`src/rtl/fc_dense_if.sv`:
```
// Bus bundle for fc_dense: control handshake, L2/weight/bias read ports and the
// result-memory write port. The slave modport is the fc_dense side.
interface fc_dense_if #(
  parameter int DW   = 20,
  parameter int WA_W = 15
);
  logic            start;
  logic            busy;
  logic            done;
  logic            crd;
  logic [2:0]      csel;
  logic [11:0]     caddr_rd;
  logic [DW-1:0]   cdata_rd;
  logic [WA_W-1:0] waddr;
  logic [DW-1:0]   wdata;
  logic [3:0]      baddr;
  logic [DW-1:0]   bdata;
  logic            res_wr;
  logic [3:0]      res_addr;
  logic [DW-1:0]   res_data;

  modport slave (
    input  start, cdata_rd, wdata, bdata,
    output busy, done, crd, csel, caddr_rd, waddr, baddr,
           res_wr, res_addr, res_data
  );

  modport master (
    output start, cdata_rd, wdata, bdata,
    input  busy, done, crd, csel, caddr_rd, waddr, baddr,
           res_wr, res_addr, res_data
  );
endinterface

```
`src/rtl/fc_dense.sv`:
```
// Fully-connected output stage: N_OUT Q4.16 dot products over the flattened
// L2 feature vector, with bias, round-half-up, saturation and optional ReLU.
module fc_dense #(
  parameter int N_IN    = 2048,
  parameter int N_OUT   = 10,
  parameter int DW      = 20,
  parameter int FRAC    = 16,
  parameter int ACC_W   = 52,
  parameter int WA_W    = 15,
  parameter int RELU_EN = 1
) (
  input  logic        clk,
  input  logic        reset_n,
  fc_dense_if.slave   bus
);
  localparam int IW = $clog2(N_IN) + 1;
  localparam int RW = ACC_W - FRAC;
  localparam logic signed [RW-1:0] MAXV = {{(RW-DW+1){1'b0}}, {(DW-1){1'b1}}};
  localparam logic signed [RW-1:0] MINV = {{(RW-DW+1){1'b1}}, {(DW-1){1'b0}}};

  typedef enum logic [2:0] {S_IDLE, S_LOAD, S_DRAIN, S_ROUND, S_WRITE, S_DONE} state_t;

  state_t                   r_state;
  logic [IW-1:0]            r_i;
  logic [3:0]               r_o;
  logic signed [ACC_W-1:0]  r_acc;
  logic [DW-1:0]            r_x_q, r_w_q, r_res_q;
  logic                     r_v_q;
  logic                     r_busy, r_done, r_crd, r_res_wr;
  logic [11:0]              r_caddr;
  logic [WA_W-1:0]          r_waddr;
  logic [3:0]               r_res_addr;

  logic signed [2*DW-1:0]   w_prod;
  logic signed [ACC_W-1:0]  w_prod_ext, w_bias_ext, w_s;
  logic signed [RW-1:0]     w_r;
  logic [DW-1:0]            w_res;

  assign w_prod     = $signed(r_x_q) * $signed(r_w_q);
  assign w_prod_ext = {{(ACC_W-2*DW){w_prod[2*DW-1]}}, w_prod};
  assign w_bias_ext = {{(ACC_W-DW){bus.bdata[DW-1]}}, bus.bdata};
  assign w_s        = r_acc + (w_bias_ext <<< FRAC);
  // Dropping the fraction floors; adding the first discarded bit rounds half up.
  assign w_r        = w_s[ACC_W-1:FRAC] + {{(RW-1){1'b0}}, w_s[FRAC-1]};

  always_comb begin
    w_res = w_r[DW-1:0];
    if (w_r > MAXV)      w_res = {1'b0, {(DW-1){1'b1}}};
    else if (w_r < MINV) w_res = {1'b1, {(DW-1){1'b0}}};
    if (RELU_EN != 0 && w_res[DW-1]) w_res = '0;
  end

  always_ff @(posedge clk or negedge reset_n) begin
    if (!reset_n) begin
      r_state    <= S_IDLE;
      r_i        <= '0;
      r_o        <= '0;
      r_acc      <= '0;
      r_x_q      <= '0;
      r_w_q      <= '0;
      r_v_q      <= 1'b0;
      r_res_q    <= '0;
      r_busy     <= 1'b0;
      r_done     <= 1'b0;
      r_crd      <= 1'b0;
      r_res_wr   <= 1'b0;
      r_caddr    <= '0;
      r_waddr    <= '0;
      r_res_addr <= '0;
    end else begin
      r_v_q    <= 1'b0;
      r_crd    <= 1'b0;
      r_res_wr <= 1'b0;
      r_done   <= 1'b0;
      if (r_v_q) r_acc <= r_acc + w_prod_ext;
      // Read strobes/addresses are set one cycle early so they are valid in LOAD.
      case (r_state)
        S_IDLE: if (bus.start) begin
          r_state <= S_LOAD;
          r_busy  <= 1'b1;
          r_crd   <= 1'b1;
          r_caddr <= '0;
          r_waddr <= '0;
        end
        S_LOAD: begin
          r_x_q <= bus.cdata_rd;
          r_w_q <= bus.wdata;
          r_v_q <= 1'b1;
          if (r_i == IW'(N_IN-1)) begin
            r_state <= S_DRAIN;
            r_i     <= '0;
          end else begin
            r_i     <= r_i + 1'b1;
            r_crd   <= 1'b1;
            r_caddr <= r_caddr + 12'd1;
            r_waddr <= r_waddr + 1'b1;
          end
        end
        S_DRAIN: r_state <= S_ROUND;
        S_ROUND: begin
          r_res_q    <= w_res;
          r_res_addr <= r_o;
          r_res_wr   <= 1'b1;
          r_state    <= S_WRITE;
        end
        S_WRITE: begin
          r_acc <= '0;
          r_o   <= r_o + 4'd1;
          if (r_o == 4'(N_OUT-1)) begin
            r_state <= S_DONE;
            r_busy  <= 1'b0;
            r_done  <= 1'b1;
          end else begin
            // Next neuron's weights follow contiguously: o*N_IN+N_IN-1 +1.
            r_state <= S_LOAD;
            r_crd   <= 1'b1;
            r_caddr <= '0;
            r_waddr <= r_waddr + 1'b1;
          end
        end
        S_DONE: begin
          r_o     <= '0;
          r_state <= S_IDLE;
        end
        default: r_state <= S_IDLE;
      endcase
    end
  end

  assign bus.busy     = r_busy;
  assign bus.done     = r_done;
  assign bus.crd      = r_crd;
  assign bus.csel     = r_crd ? 3'b101 : 3'b000;
  assign bus.caddr_rd = r_caddr;
  assign bus.waddr    = r_waddr;
  assign bus.baddr    = r_o;
  assign bus.res_wr   = r_res_wr;
  assign bus.res_addr = r_res_addr;
  assign bus.res_data = r_res_q;
endmodule
```
`src/flat_wrapper.sv`:
```
// flat-port wrapper written by rule: the top's interface ports become plain ports
module fc_dense_flat 
#(
  parameter int N_IN    = 2048,
  parameter int N_OUT   = 10,
  parameter int DW      = 20,
  parameter int FRAC    = 16,
  parameter int ACC_W   = 52,
  parameter int WA_W    = 15,
  parameter int RELU_EN = 1
)
  (clk, reset_n, bus_start, bus_cdata_rd, bus_wdata, bus_bdata, bus_busy, bus_done, bus_crd, bus_csel, bus_caddr_rd, bus_waddr, bus_baddr, bus_res_wr, bus_res_addr, bus_res_data);
  fc_dense_if #(.DW(DW), .WA_W(WA_W)) bus_i ();
  input  logic clk;
  input  logic reset_n;
  input wire logic [$bits(bus_i.start)-1:0] bus_start;
  input wire logic [$bits(bus_i.cdata_rd)-1:0] bus_cdata_rd;
  input wire logic [$bits(bus_i.wdata)-1:0] bus_wdata;
  input wire logic [$bits(bus_i.bdata)-1:0] bus_bdata;
  output wire logic [$bits(bus_i.busy)-1:0] bus_busy;
  output wire logic [$bits(bus_i.done)-1:0] bus_done;
  output wire logic [$bits(bus_i.crd)-1:0] bus_crd;
  output wire logic [$bits(bus_i.csel)-1:0] bus_csel;
  output wire logic [$bits(bus_i.caddr_rd)-1:0] bus_caddr_rd;
  output wire logic [$bits(bus_i.waddr)-1:0] bus_waddr;
  output wire logic [$bits(bus_i.baddr)-1:0] bus_baddr;
  output wire logic [$bits(bus_i.res_wr)-1:0] bus_res_wr;
  output wire logic [$bits(bus_i.res_addr)-1:0] bus_res_addr;
  output wire logic [$bits(bus_i.res_data)-1:0] bus_res_data;
  assign bus_i.start = bus_start;
  assign bus_i.cdata_rd = bus_cdata_rd;
  assign bus_i.wdata = bus_wdata;
  assign bus_i.bdata = bus_bdata;
  assign bus_busy = bus_i.busy;
  assign bus_done = bus_i.done;
  assign bus_crd = bus_i.crd;
  assign bus_csel = bus_i.csel;
  assign bus_caddr_rd = bus_i.caddr_rd;
  assign bus_waddr = bus_i.waddr;
  assign bus_baddr = bus_i.baddr;
  assign bus_res_wr = bus_i.res_wr;
  assign bus_res_addr = bus_i.res_addr;
  assign bus_res_data = bus_i.res_data;
  fc_dense #(.N_IN(N_IN), .N_OUT(N_OUT), .DW(DW), .FRAC(FRAC), .ACC_W(ACC_W), .WA_W(WA_W), .RELU_EN(RELU_EN)) u_core (.clk(clk), .reset_n(reset_n), .bus(bus_i));
endmodule
```
`config.mk`:
```
export PLATFORM = sky130hd
export DESIGN_NAME = fc_dense_flat
export DESIGN_NICKNAME = d
export VERILOG_FILES = /design/src/rtl/fc_dense_if.sv /design/src/rtl/fc_dense.sv /design/src/flat_wrapper.sv
export SDC_FILE = /design/constraint.sdc
export NUM_CORES = 2
export LEC_CHECK = 0
export CORE_UTILIZATION = 35
export CTS_BUF_LIST = sky130_fd_sc_hd__clkbuf_4 sky130_fd_sc_hd__clkbuf_8
export DETAILED_ROUTE_END_ITERATION = 12
export PLACE_DENSITY = 0.51
export SYNTH_ARGS = -nofsm -noshare
export SYNTH_HDL_FRONTEND = slang
export SYNTH_SLANG_ARGS = --single-unit
```
`constraint.sdc`:
```
create_clock -name clk -period 9.5 [get_ports clk]
set_input_delay 2.85 -clock clk [delete_from_list [all_inputs] [get_ports clk]]
set_output_delay 2.85 -clock clk [all_outputs]
set_load 0.05 [all_outputs]
```
==> results.toml <==
[logic_synthesis]
yosysTopAreaCell = "fa_1"
avgSynthCellArea_um2 = 8.74
synth_area_leaders = "fa_1 (35%), dfrtp_1 (13%), inv_1 (10%)"
yosysWarnings = 0
yosys_register_bits = 166
synth_cell_types = 105
yosysMostFrequentCell = "inv_1"
netlist_instances = 3536
synth_edf_count = 0
synth_top_area_share_pct = 35.4
yosys-top-cells-count = "inv_1 (836), fa_1 (547), nand2_1 (473)"
ys_seq_area_share_pct = 13.4
synthArstFlopShare_pct = 100
syn_area_mm2 = 0.0309
synthFlopType = "dfrtp_1"

[setup_path]
critical_path_class = "register to register"
cp.required_ps = 9980
crit_path_start = "u_core.r_x_q[19]$_DFFE_PN0P_"
r2r-start = "u_core.r_x_q[19]$_DFFE_PN0P_"
cp-start-kind = "register"
crit_fanout = 28
endpoint_kind = "register"
crit_arrival_ps = 9040

[global_routing]
top_usage_layer = "met2"
grt_pass1_vias = 24658
grt.met3_usage_pct = 1.89
met1_usage_pct = 24.4
grt_max_degree = 100
grt_usage_pct = 19.0
antenna_found_initial = 2
use_met2_pct = 33.6
grt_pass1_wl_um = 134000
grt_overflow = 0

[drt]
drc = 0
drt-initial-drc-count = 1046
wl_um = 80600
wl_per_cell_um = 17.0
ant_nets = 0
first_pass_iters = 5
vias = 22995
drt-vias-per-instance = 4.86

[timing]
slew_violations = 0
fmaxAchievable_ghz = 0.117
finalSetupTns_ps = 0
fin_skew_ps = 19.5
setup-violations-final = 0
fin_crit_sh_pct = 90.1
hold_viol = 0
worst_pin_slew_ps = 1130
post-route-min-period_ps = 8560
relSlewSlack_pct = 24.6
rsz0062_at_grt = "false"

[place]
place_hpwl_um = 66600
gp_congestion = 0.853
place_area_mm2 = 0.0332
port-buffer-count = 122
place_inst = 4699

[clock_network]
path_clk_slew_ps = 120
postCtsResizedCells = 0
numCtsBuffers = 17
postCtsHoldBufs = 0
cts_tree = "built"
clock_latency_ps = 590
clk_root_buffer_cell = "clkbuf_8"
post-cts-setup-buffer-count = 0
htree_num_levels = 4
cts.sinks = 166
cts_max_path_buffers = 2

[hold_path]
hp-start = "u_core.r_i[10]$_DFFE_PN0P_"
hold_class = "register to register"

[floorplan]
core-area_mm2 = 0.0872
die_w_um = 299
start_util_pct = 35.5
row_count = 108
die_y_um = 299
pin_count = 125
die_area_mm2 = 0.0895

[layout]
drive_above_1_share_pct = 3.89
fin_nets = 4368
syn_to_final_growth_pct = 8.76
finalNonFillerCells = 4732
stdcell_area_mm2 = 0.0336

[flow_run]
maxCapViolations = 0

[status]
status = "complete, no violations"
critical path, stage by stage (launching register included):
cell and delay [ps]:
dfrtp_1 840, and2_1 420, inv_1 160, buf_4 310, fa_1 540, inv_1 40, ha_1 280, inv_1 60
fa_1 470, inv_1 50, fa_1 520, fa_1 440, fa_1 540, inv_1 50, fa_1 530, inv_1 40
ha_1 360, nand2_1 90, or4_1 500, a211oi_1 510, o21ai_0 400, a211oi_1 530, o21ai_0 260, mux2i_1 160
a311o_1 330
kinds of logic after synthesis:
logic type / after synthesis / synth area share [%]
xor gates and xnor gates: 88 / 2.49
and+or+nand+nor: 1079 / 17.2
DFF: 166 / 13.4
other: 1 / 0.0121
adders and majority gates: 742 / 43.3
buffers and inverters: 988 / 12.4
AOI/OAI and AO/OA: 435 / 9.83
muxes: 37 / 1.21
area by class of cell:
type	count	area, um^2
clock buffer	17	234
timing repair buffer	157	1490
clock inverter	15	215
fill	9057	53600
inverter	838	3150
multi-input combinational	2383	22900
antenna	1	2.50
sequential	166	4160
tap	1155	1450
layout by cell type, fill, tap and decap left out, drive strengths merged, types with 18 or more instances in the layout:
cell type | synthesis | routed
nor2b | 32 | 32
buf | 21 | 35
xor2 | 42 | 42
and2 | 202 | 202
a21o | 49 | 49
a211oi | 22 | 22
fa | 547 | 547
o21ai | 102 | 102
nor2 | 126 | 126
dfrtp | 166 | 166
nor3 | 35 | 35
nand2 | 473 | 473
nand3 | 32 | 32
and3 | 49 | 49
ha | 195 | 195
clkbuf | 128 | 18
xnor2 | 46 | 46
clkdlybuf4s50 | 0 | 121
a21oi | 100 | 100
inv | 836 | 845
a32oi | 19 | 19
mux2i | 35 | 35
nand4 | 35 | 35
per-stage QoR:
stage	util, %	hold WS, ps	setup WS, ps
floorplan	-	445	1200
global placement	38.0	460	958
detailed placement	38.0	463	965
CTS	38.6	485	920
global route	38.6	512	436
finish	38.6	486	939
path summary, 6_finish.rpt:
check	slack [ps]	to	cells after the start
max	940	u_core.r_acc[47]$_DFFE_PN0P_	24
min	490	u_core.r_i[10]$_DFFE_PN0P_	1
max reg2reg	940	u_core.r_acc[47]$_DFFE_PN0P_	24
min reg2reg	490	u_core.r_i[10]$_DFFE_PN0P_	1
max in group asynchronous	5570	u_core.r_acc[13]$_DFFE_PN0P_	2
min in group asynchronous	2350	u_core.bus.caddr_rd[10]$_DFFE_PN0P_	1
sequential cells by signal, indices dropped and copies added, names as in the netlist, 4 cells and up:
name                 count
u_core.r_w_q            20
u_core.r_i              12
u_core.bus.res_data     19
u_core.bus.caddr_rd     12
u_core.bus.res_addr      4
u_core.r_acc            52
u_core.bus.waddr        15
u_core.r_x_q            20
u_core.bus.baddr         4
layer usage:
layer / routed length [um] / vias to the layer above
met1: 35300 / 11683
li1: - / 10937
met3: 1930 / 72
met2: 41600 / 303
met4: 1730 / 0
met5: 0 / -
Power is left out: the tool's default activity adds up to more than one toggle a clock period on the data nets, which glitch-free logic cannot reach.
